===== src/rtl/multi_div_pkg.sv =====
// Shared constants and helpers for the multi-rate clock divider.
package multi_div_pkg;

    localparam int unsigned DEF_NCH   = 4;
    localparam int unsigned DEF_CNT_W = 8;
    localparam logic [DEF_NCH*DEF_CNT_W-1:0] DEF_DIVS = {8'd5, 8'd4, 8'd3, 8'd2};

    // Ceiling log2, usable in parameter expressions; clog2(1) returns 0.
    function automatic int unsigned clog2(input int unsigned v);
        int unsigned r;
        r = 0;
        for (int i = 0; i < 32; i++) begin
            if ((32'd1 << i) < v) r = 32'(i + 1);
        end
        return r;
    endfunction

endpackage


===== src/rtl/multi_div_sel_sync2.sv =====
// Two-flop synchronizer for asynchronous level inputs (switches).
module sync2 #(
    parameter int unsigned W = 1
) (
    input  logic         clock,
    input  logic         reset_n,
    input  logic [W-1:0] d,
    output logic [W-1:0] q
);

    logic [W-1:0] meta;

    // Two back-to-back flops give metastability a full clock to settle.
    always_ff @(posedge clock or negedge reset_n) begin
        if (!reset_n) begin
            meta <= '0;
            q    <= '0;
        end else begin
            meta <= d;
            q    <= meta;
        end
    end

endmodule


===== src/rtl/multi_div_sel.sv =====
// Multi-rate clock divider with glitch-free runtime rate select.
// A single counter produces a square wave whose half-period is DIVS[cur_sel];
// requested rate changes are applied only at a half-period boundary.
// Optional macro DIV_RUN_GATE_EN adds a 'run' input that freezes the divider.
module multi_div_sel
    import multi_div_pkg::*;
#(
    parameter  int unsigned             NCH   = DEF_NCH,
    parameter  int unsigned             CNT_W = DEF_CNT_W,
    parameter  logic [NCH*CNT_W-1:0]    DIVS  = DEF_DIVS,
    localparam int unsigned             SEL_W = clog2(NCH)
) (
    input  logic             clock,
    input  logic             reset_n,
    input  logic [SEL_W-1:0] sel,
`ifdef DIV_RUN_GATE_EN
    input  logic             run,
`endif
    output logic             out,
    output logic             tick,
    output logic [SEL_W-1:0] cur_sel,
    output logic             pending
);

    localparam int unsigned NSLOT = 32'd1 << SEL_W;

    logic [SEL_W-1:0] sel_s;
    logic             run_s;
    logic [CNT_W-1:0] div_tab [NSLOT];
    logic [CNT_W-1:0] cnt;
    logic [CNT_W-1:0] cnt_nxt;
    logic [CNT_W-1:0] half;
    logic             sel_ok;
    logic             req;
    logic             terminal;
    logic             out_nxt;
    logic             tick_nxt;
    logic             pend_nxt;
    logic [SEL_W-1:0] cur_nxt;

    sync2 #(.W(SEL_W)) u_sel_sync (
        .clock   (clock),
        .reset_n (reset_n),
        .d       (sel),
        .q       (sel_s)
    );

`ifdef DIV_RUN_GATE_EN
    sync2 #(.W(1)) u_run_sync (
        .clock   (clock),
        .reset_n (reset_n),
        .d       (run),
        .q       (run_s)
    );
`else
    assign run_s = 1'b1;
`endif

    // Divisor table padded to a power of two; unused slots never get selected.
    for (genvar i = 0; i < int'(NSLOT); i++) begin : g_tab
        if (i < int'(NCH)) begin : g_used
            assign div_tab[i] = DIVS[i*CNT_W +: CNT_W];
        end else begin : g_pad
            assign div_tab[i] = CNT_W'(1);
        end
    end

    // Next-state: count to H-1, toggle and pulse tick, switch rate on the boundary.
    always_comb begin
        half     = div_tab[cur_sel];
        sel_ok   = (32'(sel_s) < NCH);
        req      = sel_ok && (sel_s != cur_sel);
        cnt_nxt  = cnt;
        out_nxt  = out;
        tick_nxt = 1'b0;
        cur_nxt  = cur_sel;
        pend_nxt = req;
        if (half == '0) half = CNT_W'(1);
        terminal = (cnt == half - CNT_W'(1));
        if (run_s) begin
            if (terminal) begin
                cnt_nxt  = '0;
                out_nxt  = ~out;
                tick_nxt = 1'b1;
                if (req) cur_nxt = sel_s;
            end else begin
                cnt_nxt  = cnt + CNT_W'(1);
            end
        end
    end

    // State and output registers.
    always_ff @(posedge clock or negedge reset_n) begin
        if (!reset_n) begin
            cnt     <= '0;
            out     <= 1'b0;
            tick    <= 1'b0;
            cur_sel <= '0;
            pending <= 1'b0;
        end else begin
            cnt     <= cnt_nxt;
            out     <= out_nxt;
            tick    <= tick_nxt;
            cur_sel <= cur_nxt;
            pending <= pend_nxt;
        end
    end

endmodule


===== config.mk =====
export PLATFORM = sky130hd
export DESIGN_NAME = multi_div_sel
export DESIGN_NICKNAME = d
export VERILOG_FILES = /design/src/rtl/multi_div_pkg.sv /design/src/rtl/multi_div_sel_sync2.sv /design/src/rtl/multi_div_sel.sv
export SDC_FILE = /design/constraint.sdc
export NUM_CORES = 1
export LEC_CHECK = 0
export CAP_MARGIN = 0
export CORE_UTILIZATION = 50
export CTS_CLUSTER_DIAMETER = 40
export DETAILED_ROUTE_END_ITERATION = 8
export HOLD_SLACK_MARGIN = 0.05
export MAX_ROUTING_LAYER = met4
export PLACE_DENSITY = 0.8
export RECOVER_POWER = 100
export SYNTH_ARGS = -nofsm -noshare
export SYNTH_HDL_FRONTEND = slang
export SYNTH_SLANG_ARGS = --single-unit

===== constraint.sdc =====
create_clock -name clock -period 3.25 [get_ports clock]
set_clock_uncertainty 0.1 [all_clocks]
set_input_delay 0.65 -clock clock [delete_from_list [all_inputs] [get_ports clock]]
set_output_delay 0.65 -clock clock [all_outputs]
set_load 0.05 [all_outputs]

Word level (Yosys, flattened, before mapping)
Index checks and enable logic that the tools add are counted.

Output and inout bits: 5. Bits in registers: 17. Logic and storage cells: 22.

Eq/ne operators: 2. Order comparisons: 1. Muxes and demuxes: 6. Reduce and logical (&&, ||, !) cells: 2. Bitwise operators: 2. Add/sub/neg operators: 2.

Operator list (number): 8-bit two-way mux (4); 8-bit binary-select mux with 2-bit select (1); 8-bit by 1-bit adder with 8-bit output (second input constant) (1); 8-bit equality test (1); 8-bit zero test (1); 8-bit by 1-bit subtractor with 8-bit output (second input constant) (1); 3-bit >= comparator (second input constant) (1); 2-bit inverter with 3-bit output (1); 2-bit != test (1); 2-bit AND reduction (1); 1-bit two-way mux (1); 1-bit inverter (1).

Logic depth before layout (Yosys ltp)
Gate-level depths: netlist of run 1.

Depth after elaboration: 9. Gate-level depth with buffers: 7.

Modules after synthesis
A second synthesis of run 1 with hierarchy kept.

Cells, all modules: 52. Area total of the unflattened synthesis: 711.9 um2.

Modules (own cells, without submodules): multi_div_sel (seq. area each 325.3 um2, area an instance 611.8 um2, times used 1, cells each 48); sync2 (seq. area each 100.1 um2, area an instance 100.1 um2, times used 1, cells each 4).

Worst setup path after synthesis of run 1
No wires, ideal clock.

Path kind: flip-flop to flip-flop. Start point: reg cur_sel[0]. End point: reg cur_sel[0]. Slack: 1.052 ns. Data arrival time: 1.973 ns. Path buffers: 0. Library setup time: 0.125 ns. Cell stages (with the launch flop): 8. Data required time: 3.025 ns. Path through: dfrtp_1 inv_1 ha_1 xnor2_1 nor4_4 nand3_2 clkinv_2 mux2_4.

Longest elaborated chain between the ends: 9. Elaborated cells between the ends (all ways): 10. Classes of those cells: add/sub (1); eq/ne (2); mux (4); bitwise (1); reduce/logical (2).

RTL lines: start, declared (line multi_div_sel.sv:21) `output logic [SEL_W-1:0] cur_sel,`; start signal, assigned (line multi_div_sel.sv:104) `cur_sel <= cur_nxt;`; 2-bit inverter with 3-bit output (implied by the code) (*) (line multi_div_sel.sv:70) `half = div_tab[cur_sel];`; 8-bit binary-select mux with 2-bit select (*) (line multi_div_sel.sv:70); 8-bit two-way mux (implied by the code) (*) (2 in a row) (line multi_div_sel.sv:70); 8-bit zero test (line multi_div_sel.sv:78) `if (half == '0) half = CNT_W'(1);`; 8-bit two-way mux (*) (line multi_div_sel.sv:78); 8-bit by 1-bit subtractor with 8-bit output (*) (line multi_div_sel.sv:79) `terminal = (cnt == half - CNT_W'(1));`; 8-bit equality test (*) (line multi_div_sel.sv:79); net terminal (line multi_div_sel.sv:35) `logic terminal;`; 2-bit AND reduction (no source line) (*).

The timed path passes the listed nets; every way through them passes the cells marked *. The select of a mux whose other input is x is not followed. A chain may end at the register's enable or synchronous reset.

Final worst setup path of run 1
Start point: reg cur_sel[0]. End point: out cur_sel[0].

No word-level cell between the ends.

==> results of run 1 <==
state kept, by name (all words and copies together), names as in the netlist:
signal           count
cnt                  8
cur_sel              2
u_sel_sync.meta      2
u_sel_sync.q         2
out                  1
pending              1
tick                 1
placed cells by master (no fill, tap or decap):
cell,synthesis,routed
sky130_fd_sc_hd__and2_0,0,1
sky130_fd_sc_hd__and3_1,2,2
sky130_fd_sc_hd__clkbuf_4,0,3
sky130_fd_sc_hd__clkinvlp_2,0,1
sky130_fd_sc_hd__clkinvlp_4,0,1
sky130_fd_sc_hd__dfrtp_1,17,17
sky130_fd_sc_hd__dlygate4sd3_1,0,8
sky130_fd_sc_hd__ha_1,3,3
sky130_fd_sc_hd__inv_1,1,1
sky130_fd_sc_hd__mux2_1,0,2
sky130_fd_sc_hd__nand2_1,1,1
sky130_fd_sc_hd__nand3_1,4,5
sky130_fd_sc_hd__nor2_1,3,3
sky130_fd_sc_hd__nor2b_1,1,1
sky130_fd_sc_hd__nor4_4,1,1
sky130_fd_sc_hd__o21ai_0,1,1
sky130_fd_sc_hd__or3_1,1,1
sky130_fd_sc_hd__or4_4,1,1
sky130_fd_sc_hd__xnor2_1,10,10
sky130_fd_sc_hd__xor2_1,1,1
layout make-up:
type | instances | share of cell area, %
Clock buffer | 3 | 2.72
Clock inverter | 1 | 0.906
Inverter | 2 | 1.06
Multi-Input combinational cell | 33 | 32.0
Sequential cell | 17 | 51.4
Tap cell | 15 | 2.27
Timing Repair Buffer | 8 | 9.67
layer usage:
metal,global-route usage (%),vias up,part of all wire (%)
met5,-,-,0
li1,-,199,-
met2,19.7,9,41
met4,12.9,0,2.7
met1,23.4,178,53
met3,5.11,3,3.7
power by group through the flow:
stage	clock network (mW)	logic, mW	registers, mW
6_report	0.117	0.404	0.373
3_3_place_gp	0	0.438	0.375
4_1_cts	0.121	0.440	0.374
3_5_place_dp	0	0.437	0.377
5_1_grt	0.130	0.440	0.381
2_1_floorplan	0	0.241	0.460
per-stage QoR:
step / setup WS [ns] / instances / instance area, µm²
2_1_floorplan: 1.05 / 52 / 712
3_3_place_gp: 1.21 / 75 / 811
3_5_place_dp: 1.21 / 75 / 811
4_1_cts: 0.858 / 79 / 841
5_1_grt: 0.761 / 79 / 828
6_report: 0.821 / 79 / 828
cell families (layout without fill, tap and decap cells):
| kind of cell | Yosys count | in the layout | share of synthesized area (%) |
|---|---|---|---|
| adders and majority gates | 3 | 3 | 5.27 |
| xor gates and xnor gates | 11 | 11 | 13.5 |
| muxes | 2 | 2 | 4.22 |
| buffers and inverters | 2 | 14 | 1.23 |
| DFF | 17 | 17 | 59.8 |
| AOI/OAI and AO/OA | 1 | 1 | 0.702 |
| and+or+nand+nor | 16 | 16 | 15.3 |
worst min path at each step:
stage | start | endpoint | slack, ns | cells after the start
finish | u_sel_sync.meta[0] | u_sel_sync.q[0] | 0.26 | 0
global route | u_sel_sync.meta[0] | u_sel_sync.q[0] | 0.27 | 0
detailed placement | u_sel_sync.meta[0] | u_sel_sync.q[0] | 0.23 | 0
CTS | u_sel_sync.meta[0] | u_sel_sync.q[0] | 0.26 | 0
floorplan | u_sel_sync.meta[0] | u_sel_sync.q[0] | 0.23 | 0
global placement | u_sel_sync.meta[1] | u_sel_sync.q[1] | 0.23 | 0
==> parameters.txt, run 1 <==
Parameter                              Value

Timing
  Measured slew at the worst slew-check pin ... 0.734 ns
  Final Hold Violating Endpoints ... 0
  F_max ... 412 MHz
  Min Clock Period, post-route ... 2.43 ns
  Max-slew headroom ... 50.9%
  Period utilisation layout ... 74.8%
  Final hold slack ... 0.257 ns
  Sum of negative setup slack ... 0 ns
  Number of pins exceeding their max-slew limit in the final report ... 0
  Setup repair after global routing missed its margin ... no
  Final setup fails ... 0

Synthesis
  Share of the yosys chip area belonging to registers ... 59.8%
  Net count after synthesis ... 59
  Count of cell types in the netlist ... 18
  Flip-flop cell with the highest count after synthesis ... sky130_fd_sc_hd__dfrtp_1
  Cell type contributing the most total cell area after synthesis ... sky130_fd_sc_hd__dfrtp_1
  Synthesis-stage register bit count ... 17
  Synthesized netlist cell count ... 52
  Cell area after synthesis ... 712 µm²
  Syn avg cell area ... 13.7 µm²
  Synth Warn # ... 0
  Portion of synthesized cell area occupied by the leading cell type ... 59.8%
  Top area cells in the synthesized netlist ... sky130_fd_sc_hd__dfrtp_1 60%, sky130_fd_sc_hd__xnor2_1 12%, sky130_fd_sc_hd__ha_1 5.3%, sky130_fd_sc_hd__mux2_4 4.2%, sky130_fd_sc_hd__nor4_4 3.0%
  Number of enable-type register cells in the synthesized netlist ... 0
  Most common cell in the netlist ... sky130_fd_sc_hd__dfrtp_1
  Async set-or-reset flop fraction in the synthesized netlist ... 100%
  Post-synth top cells ... 17 x sky130_fd_sc_hd__dfrtp_1, 10 x sky130_fd_sc_hd__xnor2_1, 4 x sky130_fd_sc_hd__nand3_1

Critical path
  Cell chain of the critical path ... dlygate4sd3_1
  Source of the worst register-to-register timing path ... cur_sel[0]
  Slowest CP cell ... sky130_fd_sc_hd__dlygate4sd3_1
  Biggest fanout along the worst timing path ... 7
  R2r setup slk ... 1.02 ns
  Depth of the critical timing path with buffers and inverters included ... 1
  Top delay family on crit path ... buffers and inverters
  CP Capture Point ... cur_sel[0]
  Nature of the critical path endpoint ... output pin
  Critical path startpoint category ... flop
  Worst reg-to-reg path cell count ... 7
  Endpoint required time on the critical path ... 2.50 ns
  Buffers plus inverters on the worst setup path ... 1
  Slowest stage delay, CP ... 0.90 ns
  Origin of the worst setup path ... cur_sel[0]
  End of the worst register-to-register path ... cur_sel[1]
  Arrival time at the worst endpoint ... 1.68 ns
  Path type of the worst setup path ... flop to output pin

Run status
  Run status ... completed

Layout
  Net count of the finished layout ... 72
  Final standard cell utilization of the core ... 62.9%
  Number of inserted diodes ... 0
  Proportion of layout cells with a drive suffix above 1 ... 10.9%
  Area growth from synthesis to layout ... 16.3%
  Multi-input gate area in the final layout ... 265 µm²
  # fillers ... 101
  Seq. cell area ... 425 µm²

Pwr
  Peak supply drop ... 0.000580 V
  Switch Pwr ... 0.388 mW
  P_int ... 0.506 mW
  Sw frac ... 43.4%
  Sequential share of power ... 41.7%
  Power density over cell area ... 1080 nW/µm²
  Total power of the final layout ... 0.894 mW
  Static leakage power ... 0.354 nW
  Part of the power in combinational logic ... 45.2%
  Clock power share ... 13.1%

CTS
  Number of CTS-inserted buffers ... 3
  CTS Root Cell ... sky130_fd_sc_hd__clkbuf_4
  Hold bufs inserted after CTS ... 0
  Post-cts gate resize count ... 0
  Number of buffers between clock root and the deepest sink ... 2
  H-Tree Depth ... 1
  Number of buffers added for setup after CTS ... 0
  TritonCTS clock tree ... done
  Worst skew pair latency ... 0.30 ns
  Clk slew on worst S/H paths ... 0.10 ns
  Number of clock sinks seen by CTS ... 17

GRT
  Gr ovfl total ... 0
  Overall global routing resource usage ... 16.8%
  Antenna violations before repair ... 0
  Pin count of the biggest net entering global routing ... 18
  Via count of the first global-routing pass ... 357
  First-pass GRT wire length ... 1570 µm

Flow run
  Max Cap Viol ... 0

Routing
  Detailed Routing Iterations Pass 1 ... 2
  Overall via count from detail_route ... 389
  Via-per-instance ratio ... 4.92
  Total Wirelength ... 1060 µm
  Number of DRC violations after detailed routing ... 0
  Number of nets with antenna violations after detailed routing ... 0
  1st-iter DRT viols ... 2
  Post-detailed-route wirelength per cell ... 13.4 µm

Floorplanning
  Starting density of the core ... 54.0%
  Io pins ... 9
  Overall die area ... 1580 µm²
  Rows ... 13
  Die Y ... 39.7 µm
  Placeable Area ... 1320 µm²
  Die W ... 39.7 µm

Place
  Final weighted congestion of routability-driven global placement ... 0.751
  Placed wire-length estimate ... 736 µm
  Count of port buffers added during placement ... 8

Hold path
  Worst hold path type ... flop to flop
(Power assumes the default switching activity.)
==> run 2, diff against run 1 <==
- clock period: 3.25 -> 2.43 ns (I/O delays scaled with it)
==> run 2 against run 1 <==
Against the previous run:
- worst hold slack lost 0.0032 ns
- final cell count is the same
- highest routed layer unchanged
- largest power group unchanged
- critical endpoint is now cur_sel[1]
- total power grew 34%
==> parameters.txt, run 2 (synthesized netlist as in run 1, its figures left out) <==
Parameter                              Value

Floorplanning
  Rows ... 13 (unchanged)
  Io pins ... 9 (unchanged)
  Starting density of the core ... 54.0% (unchanged)
  Die W ... 39.7 µm (unchanged)
  Overall die area ... 1580 µm² (unchanged)
  Placeable Area ... 1320 µm² (unchanged)
  Die Y ... 39.7 µm (unchanged)

Place
  Cell Area, Placed ... 811 µm² (unchanged)
  Final weighted congestion of routability-driven global placement ... 0.772 (+2.7%)
  Placed wire-length estimate ... 803 µm (+9.1%)
  Count of port buffers added during placement ... 8 (unchanged)

Timing
  Final Hold Violating Endpoints ... 0 (unchanged)
  Final setup fails ... 0 (unchanged)
  Min Clock Period, post-route ... 2.24 ns
  F_max ... 446 MHz
  Setup repair after global routing missed its margin ... no
  Sum of negative setup slack ... 0 ns (unchanged)
  Max-slew headroom ... 51.1% (+0.14 points)
  Measured slew at the worst slew-check pin ... 0.732 ns (-0.00210 ns)
  Number of pins exceeding their max-slew limit in the final report ... 0 (unchanged)
  Period utilisation layout ... 92.3%

Routing
  Via-per-instance ratio ... 5.15 (+4.6%)
  Total Wirelength ... 1100 µm (+4.0%)
  Overall via count from detail_route ... 407 (+4.6%)
  1st-iter DRT viols ... 7 (+5)
  Number of nets with antenna violations after detailed routing ... 0 (unchanged)
  Post-detailed-route wirelength per cell ... 13.9 µm (+4.0%)
  Number of DRC violations after detailed routing ... 0 (unchanged)
  Detailed Routing Iterations Pass 1 ... 4 (+2)

Critical path
  Path type of the worst setup path ... flop to output pin
  Slowest CP cell ... sky130_fd_sc_hd__dlygate4sd3_1
  Endpoint required time on the critical path ... 1.84 ns (-0.66 ns)
  Top delay family on crit path ... buffers and inverters
  Cell chain of the critical path ... dlygate4sd3_1
  Buffers plus inverters on the worst setup path ... 1 (unchanged)
  Arrival time at the worst endpoint ... 1.66 ns (-0.02 ns)
  Biggest fanout along the worst timing path ... 6 (-1)
  R2r setup slk ... 0.27 ns (-0.75 ns)
  Nature of the critical path endpoint ... output pin
  Slowest stage delay, CP ... 0.91 ns (about the same)
  Critical path startpoint category ... flop

GRT
  Gr ovfl total ... 0 (unchanged)
  First-pass GRT wire length ... 1840 µm (+17%)
  Pin count of the biggest net entering global routing ... 18 (unchanged)
  Global routing usage on met2 ... 28.7% (+9.0 points)
  Met3 GRT Util ... 5.11% (unchanged)
  M1 GR Usage ... 23.5% (+0.087 points)
  Via count of the first global-routing pass ... 413 (+16%)
  Global routing's busiest layer ... met2
  Overall global routing resource usage ... 19.5% (+2.8 points)
  Antenna violations before repair ... 0 (unchanged)

Flow run
  Max Cap Viol ... 0 (unchanged)

Pwr
  Switch Pwr ... 0.517 mW (+33%)
  Total power of the final layout ... 1.20 mW (+34%)
  Static leakage power ... 0.356 nW (+0.58%)
  P_int ... 0.682 mW (+35%)
  Clock power share ... 12.0% (-1.1 points)
  Peak supply drop ... 0.000758 V (+31%)
  Sw frac ... 43.1% (-0.27 points)
  Sequential share of power ... 41.3% (-0.4 points)
  Power density over cell area ... 1450 nW/µm² (+34%)
  Part of the power in combinational logic ... 46.7% (+1.5 points)

CTS
  Post-cts gate resize count ... 0 (unchanged)
  H-Tree Depth ... 1 (unchanged)
  Worst skew pair latency ... 0.28 ns (-0.02 ns)
  Number of CTS-inserted buffers ... 3 (unchanged)
  Number of clock sinks seen by CTS ... 17 (unchanged)
  TritonCTS clock tree ... done
  Number of buffers between clock root and the deepest sink ... 2 (unchanged)
  Hold bufs inserted after CTS ... 0 (unchanged)
  Clk slew on worst S/H paths ... 0.09 ns (about the same)
  CTS Root Cell ... sky130_fd_sc_hd__clkbuf_4
  Number of buffers added for setup after CTS ... 0 (unchanged)

Layout
  Final Cell Area ... 830 µm² (+0.15%)
  Area growth from synthesis to layout ... 16.5%
  Net count of the finished layout ... 72 (unchanged)
  # fillers ... 95 (-5.9%)
  Seq. cell area ... 425 µm² (unchanged)
  Proportion of layout cells with a drive suffix above 1 ... 10.9% (unchanged)
  Commonest cells after routing, fill and taps aside ... 17 x sky130_fd_sc_hd__dfrtp_1, 10 x sky130_fd_sc_hd__xnor2_1, 8 x sky130_fd_sc_hd__dlygate4sd3_1, 4 x sky130_fd_sc_hd__nand3_1
  Multi-input gate area in the final layout ... 270 µm² (+1.9%)
  Most frequent standard cell in the layout excluding fill and tap cells ... sky130_fd_sc_hd__dfrtp_1
  Largest register by flop count ... cnt
  Max FFs per register ... 8 (unchanged)
  Number of inserted diodes ... 0 (unchanged)

Run status
  Run status ... completed

Hold path
  Worst hold path type ... flop to flop
## run 2: layer usage
layer  wire length [µm]  up-vias
met5                  0        -
met4                 23        0
met3                 41        4
met2                500        8
met1                537      198
li1                   -      197
## run 2: cell type report
class / count / area share (%)
clock buffers: 4 / 3.17
multi-input cells: 33 / 32.6
repair buffers: 8 / 9.65
flip-flops and latches: 17 / 51.3
well taps: 15 / 2.26
inverters: 2 / 1.06
## run 2: stage by stage
step           worst slack (ns)  std cells  hold WS, ns  util [%]
2_1_floorplan             0.232         52       0.0904         -
3_3_place_gp              0.470         75        0.231      61.5
3_5_place_dp              0.409         75        0.236      61.5
4_1_cts                   0.217         79        0.257      63.5
5_1_grt                   0.128         79        0.262      63.0
6_report                  0.187         79        0.254      63.0
## run 2: power groups by stage
stage | registers, mW | logic, mW | clock network (mW)
floorplan | 0.615 | 0.323 | 0
global placement | 0.499 | 0.585 | 0
detailed placement | 0.504 | 0.594 | 0
CTS | 0.499 | 0.600 | 0.152
global route | 0.511 | 0.608 | 0.160
finish | 0.496 | 0.560 | 0.144
## run 2: final timing paths
| kind | startpoint | cells after the start | end |
|---|---|---|---|
| hold / removal | u_sel_sync.meta[1] | 0 | u_sel_sync.q[1] |
| setup / recovery | cur_sel[1] | 1 | cur_sel[1] |
| hold reg to reg | u_sel_sync.meta[1] | 0 | u_sel_sync.q[1] |
| max in group asynchronous | reset_n | 1 | cnt[5] |
| setup reg to reg | cnt[4] | 5 | cur_sel[1] |
| min in group asynchronous | reset_n | 1 | tick |
